<file path="config.mk">
export PLATFORM = sky130hd
export DESIGN_NAME = oai22_pair_arbiter
export DESIGN_NICKNAME = d
export VERILOG_FILES = /design/src/rtl/oai22_pair_arbiter.sv
export SDC_FILE = /design/constraint.sdc
export NUM_CORES = 1
export LEC_CHECK = 0
export CAP_MARGIN = 25
export CELL_PAD_IN_SITES_DETAIL_PLACEMENT = 1
export CELL_PAD_IN_SITES_GLOBAL_PLACEMENT = 1
export CORE_AREA = 2 2 60 45
export DETAILED_ROUTE_END_ITERATION = 8
export DIE_AREA = 0 0 62 47
export GPL_TIMING_DRIVEN = 0
export PLACE_DENSITY_LB_ADDON = 0.1
export SYNTH_ARGS = -nofsm -noshare
export SYNTH_HDL_FRONTEND = slang
export SYNTH_SLANG_ARGS = --single-unit
export TNS_END_PERCENT = 5
</file>
<file path="constraint.sdc">
create_clock -name CK -period 1.5 [get_ports CK]
set_clock_uncertainty 0.1 [all_clocks]
set_input_delay 0.3 -clock CK [delete_from_list [all_inputs] [get_ports CK]]
set_output_delay 0.3 -clock CK [all_outputs]
set_load 0.01 [all_outputs]
</file>
<file path="src/rtl/oai22_pair_arbiter.sv">
// rtl/oai22_pair_arbiter.sv - two-level round-robin arbiter over two OR-pairs of requesters
// Group choice first (A=REQ[1:0], B=REQ[3:2]), then member choice inside the winning pair.
module oai22_pair_arbiter #(
  parameter int HOLD_MAX = 15,
  parameter int CW       = 4
) (
  input  logic       CK,
  input  logic       RN,
  input  logic [3:0] REQ,
  output logic [3:0] GNT,
  output logic [1:0] GID,
  output logic       VALID,
  output logic       EXPIRE
);

  typedef enum logic [1:0] {
    IDLE    = 2'd0,
    GRANT   = 2'd1,
    RELEASE = 2'd2
  } state_t;

  state_t        state_q;
  logic [3:0]    gnt_q;
  logic [1:0]    gid_q;
  logic          expire_q;
  logic [CW-1:0] cnt_q;
  logic          grp_last_q;
  logic [1:0]    mem_last_q;

  logic       req_a;
  logic       req_b;
  logic       win_grp;
  logic       win_mem;
  logic [1:0] win_id;

  // Prefer the group/member after the last served one; fall back to the other if idle.
  always_comb begin
    req_a   = REQ[0] | REQ[1];
    req_b   = REQ[2] | REQ[3];
    win_grp = ~grp_last_q;
    if (win_grp ? !req_b : !req_a) begin
      win_grp = grp_last_q;
    end
    win_mem = ~mem_last_q[win_grp];
    if (!REQ[{win_grp, win_mem}]) begin
      win_mem = ~win_mem;
    end
    win_id = {win_grp, win_mem};
  end

  always_ff @(posedge CK) begin
    if (!RN) begin
      state_q    <= IDLE;
      gnt_q      <= 4'b0000;
      gid_q      <= 2'd0;
      expire_q   <= 1'b0;
      cnt_q      <= '0;
      grp_last_q <= 1'b1;
      mem_last_q <= 2'b11;
    end else begin
      case (state_q)
        IDLE, RELEASE: begin
          expire_q <= 1'b0;
          if (|REQ) begin
            state_q                <= GRANT;
            gnt_q                  <= 4'b0001 << win_id;
            gid_q                  <= win_id;
            grp_last_q             <= win_id[1];
            mem_last_q[win_id[1]]  <= win_id[0];
            cnt_q                  <= CW'(1);
          end else begin
            state_q <= IDLE;
            gnt_q   <= 4'b0000;
          end
        end
        GRANT: begin
          // A release that coincides with the timeout is treated as a normal release.
          if (!REQ[gid_q]) begin
            state_q <= RELEASE;
            gnt_q   <= 4'b0000;
          end else if ((HOLD_MAX != 0) && (cnt_q == CW'(HOLD_MAX))) begin
            state_q  <= RELEASE;
            gnt_q    <= 4'b0000;
            expire_q <= 1'b1;
          end else if (cnt_q != {CW{1'b1}}) begin
            cnt_q <= cnt_q + CW'(1);
          end
        end
        default: begin
          state_q  <= IDLE;
          gnt_q    <= 4'b0000;
          expire_q <= 1'b0;
        end
      endcase
    end
  end

  assign GNT    = gnt_q;
  assign GID    = gid_q;
  assign VALID  = |gnt_q;
  assign EXPIRE = expire_q;

endmodule

</file>
==> load_flow_metrics.sql, run 1 <==
INSERT INTO impl_metrics (metric_group, metric, value, unit) VALUES
('sta', 'grt_setup_unrepaired', 'true', ''),
('worst_hold_path', 'min_from', 'GNT[0]$_SDFFE_PN0P_', ''),
('final_layout', 'postLayoutCellArea', '965.9', 'µm²'),
('yosys', 'mappedNetlistArea', '748.2', 'µm²'),
('worst_setup_path', 'r2r_slack', '-0.11', 'ns'),
('cts', 'worst_skew_pair.late_latency', '0.30', 'ns'),
('die', 'initial_utilization', '0.3189', ''),
('worst_setup_path', 'critical_path_required', '1.10', 'ns'),
('sta', 'layout_worst_path_cycle_share', '1.124', ''),
('routing', 'totalWireLength', '2080', 'µm'),
('final_layout', 'final_net_count', '106', ''),
('yosys', 'synth.yosys.warnings', '0', ''),
('flow_run', 'maxCapViolCount', '0', ''),
('worst_hold_path', 'timing.hold.worst_path_depth', '2', ''),
('cts', 'clock-sinks', '16', ''),
('cts', 'max-clock-path-buffers', '2', ''),
('final_layout', 'drive_above_1_share', '0.1531', ''),
('placed_design', 'postPlaceCellArea', '922.1', 'µm²'),
('final_layout', 'n_antenna_cell', '0', ''),
('worst_setup_path', 'path_buf_inv', '1', ''),
('worst_setup_path', 'critPathArrivalTime', '1.29', 'ns'),
('die', 'core', '2346', 'µm²'),
('sta', 'worst_tran_pin_value', '0.4368', 'ns'),
('worst_setup_path', 'critical-path-max-stage-delay', '0.51', 'ns'),
('placed_design', 'detailed_place_hpwl', '1516', 'µm'),
('yosys', 'synth_async_sr_flop_share', '0', ''),
('yosys', 'postSynthRegisterBits', '16', ''),
('global_route', 'global_route.overflow_total', '0', ''),
('power_and_ir_drop', 'vdd_drop_max', '0.4391', 'mV'),
('status', 'violations_in_the_final_reports', 'setup timing', ''),
('sta', 'final-max-slew-violation-count', '0', ''),
('yosys', 'syn-num-nets', '88', ''),
('global_route', 'global_route.usage.total', '0.1600', ''),
('placed_design', 'gpl.final_weighted_congestion', '0.7930', ''),
('placed_design', 'portBuffers', '13', ''),
('sta', 'max_freq', '593.3', 'MHz'),
('routing', 'routed_via_density', '5.538', ''),
('die', 'die-width', '62', 'µm'),
('sta', 'fin_ws', '-0.1855', 'ns'),
('cts', 'post_cts_buffers', '0', ''),
('global_route', 'first_global_vias', '680', ''),
('worst_setup_path', 'crit_path_cell_trace', 'or4_1, buf_2', ''),
('die', 'std_cell_rows', '15', ''),
('status', 'status', 'finished, violations left', ''),
('worst_hold_path', 'whs_endpoint', 'GNT[0]$_SDFFE_PN0P_', ''),
('sta', 'max-slew-margin-rel', '0.7066', ''),
('routing', 'route.antenna.remaining_nets', '0', ''),
('routing', 'routed-via-count', '731', ''),
('cts', 'clock-root-buffer', 'sky130_fd_sc_hd__clkbuf_4', ''),
('global_route', 'maximum_number_of_pins_on_one_net_before_global_route_repair', '11', ''),
('cts', 'h-tree-depth', '1', ''),
('yosys', 'count_of_distinct_cell_types_in_the_synthesized_netlist', '31', ''),
('sta', 'period_minus_slack', '1.685', 'ns'),
('yosys', 'post_synth_inst_count', '81', ''),
('cts', 'clock_transition_at_the_register_clock_pins_on_the_worst_setup_and_hold_paths_after_cts', '0.10', 'ns'),
('worst_setup_path', 'worst-path-max-fanout', '3', ''),
('worst_setup_path', 'cp-end-kind', 'output pin', ''),
('worst_setup_path', 'worst-r2r-cell-count', '3', ''),
('sta', 'final-setup-viol-count', '5', ''),
('worst_hold_path', 'hold_path_class', 'reg -> reg', ''),
('die', 'die_area', '2914', 'µm²'),
('cts', 'tritoncts.num_buffers', '3', ''),
('yosys', 'synth_edf_count', '0', ''),
('power_and_ir_drop', 'powerDensity', '989.8', 'nW/µm²'),
('global_route', 'grt_antenna_before_repair', '0', ''),
('routing', 'routed_wire_length_per_instance', '15.76', 'µm'),
('sta', 'timing_hold_violations_final', '0', ''),
('power_and_ir_drop', 'leakage', '0.3787', 'nW'),
('yosys', 'avgSynthCellArea', '9.237', 'µm²'),
('power_and_ir_drop', 'post-layout-total-power', '0.9561', 'mW'),
('yosys', 'ys_dominant_reg_cell', 'sky130_fd_sc_hd__dfxtp_1', '');
## layout make-up
cell class / instances / area [µm²]
buffer: 2 / 8.758
clock buffer: 4 / 36.28
fill: 267 / 1380
inverter: 7 / 26.28
multi-input combinational: 56 / 416.7
sequential: 16 / 322.8
tap: 34 / 42.54
timing repair buffer: 13 / 112.6
## registers in the layout, summed over array words and instances (netlist names)
signal	flops
state_q	2
grp_last_q	1
GNT	4
GID	2
cnt_q	4
EXPIRE	1
mem_last_q	2
## worst reg2reg max path: stages (launching register included)
cell                      delay, ns
sky130_fd_sc_hd__dfxtp_2       0.36
sky130_fd_sc_hd__mux4_2        0.61
sky130_fd_sc_hd__and3_4        0.21
sky130_fd_sc_hd__o31a_1        0.23
## how the worst max path moves through the flow
stage / cells past startpoint / endpoint / start / slack [ns]
2_1_floorplan: 3 / cnt_q[0]$_SDFFE_PN0P_ / GID[1]$_SDFFE_PN0P_ / -0.04
3_3_place_gp: 4 / mem_last_q[1]$_SDFFE_PN1P_ / REQ[1] / -0.73
3_5_place_dp: 4 / cnt_q[0]$_SDFFE_PN0P_ / REQ[1] / -0.71
4_1_cts: 2 / VALID / GNT[0]$_SDFFE_PN0P_ / -0.20
5_1_grt: 2 / VALID / GNT[0]$_SDFFE_PN0P_ / -0.24
6_report: 2 / VALID / GNT[0]$_SDFFE_PN0P_ / -0.19
## cells by family after synthesis
family,Yosys count,share of synthesized area
mux,3,0.05686
buf+inv,9,0.04516
simple gates,23,0.1739
compound gates,29,0.2793
flops,16,0.4281
fa+ha+maj,1,0.01672
## where the power goes
| part | total (mW) | switching (mW) | leakage, nW | internal [mW] |
|---|---|---|---|---|
| registers | 0.476 | 0.0223 | 0.132 | 0.454 |
| clock network | 0.295 | 0.147 | 0.0210 | 0.148 |
| logic | 0.185 | 0.108 | 0.226 | 0.0768 |
| total | 0.956 | 0.277 | 0.379 | 0.679 |
## per-stage QoR
stage / utilization / hold WS [ns] / setup slack [ns] / setup TNS, ns / std cells
global route: 0.4117 / 0.4214 / -0.2415 / -0.8033 / 132
finish: 0.4117 / 0.3854 / -0.1855 / -0.4501 / 132
floorplan: - / 0.3535 / -0.04391 / -0.05372 / 81
global placement: 0.3931 / 0.3725 / -0.7263 / -8.102 / 128
detailed placement: 0.3931 / 0.3661 / -0.7135 / -8.247 / 128
CTS: 0.4059 / 0.3868 / -0.2026 / -0.4525 / 132
## cells in the mapped netlist, drive strengths merged, types with 2 or more instances
| cell type | instances | share of area |
|---|---|---|
| a21oi | 2 | 0.013 |
| a31oi | 2 | 0.017 |
| a41oi | 2 | 0.023 |
| and3 | 2 | 0.023 |
| clkbuf | 2 | 0.010 |
| dfxtp | 16 | 0.43 |
| inv | 7 | 0.035 |
| mux2i | 2 | 0.027 |
| nand2 | 7 | 0.035 |
| nand3 | 3 | 0.020 |
| nand4 | 3 | 0.025 |
| nor2 | 3 | 0.015 |
| o2111ai | 2 | 0.023 |
| o211ai | 3 | 0.030 |
| o21a | 2 | 0.020 |
| o21ai | 6 | 0.040 |
| o22ai | 3 | 0.025 |
| o31a | 2 | 0.023 |
## per-layer routing
metal | part of all wire | GRT usage | routed length (µm)
met1 | 0.52 | 0.2111 | 1072
met2 | 0.43 | 0.2458 | 899
met3 | 0.036 | 0.04959 | 74
met4 | 0.016 | 0.06383 | 33
met5 | 0 | 0 | 0
## what timing repair did
item                       CTS  global route
hold buffers                 0             0
cloned                       0             0
gates resized for setup     17             5
setup endpoints to repair   22            14
pin swaps                    2             0
## cells in the final DEF, fill, tap and decap left out, drive strengths merged, types with 3 or more instances in the layout
cell	Yosys	layout
dlygate4sd2	0	10
clkbuf	2	6
inv	7	7
o22ai	3	3
nand3	3	3
nand4	3	3
nor2	3	3
nand2	7	7
o21ai	6	6
dfxtp	16	16
o211ai	3	3
Note: power is estimated with default switching activity, not from simulation.
==> inputs of run 2 (changes only) <==
Settings changed: SLEW_MARGIN from default to 30.
==> results of run 2 <==
Final layout, timing and power as in run 1 (identical DEF).
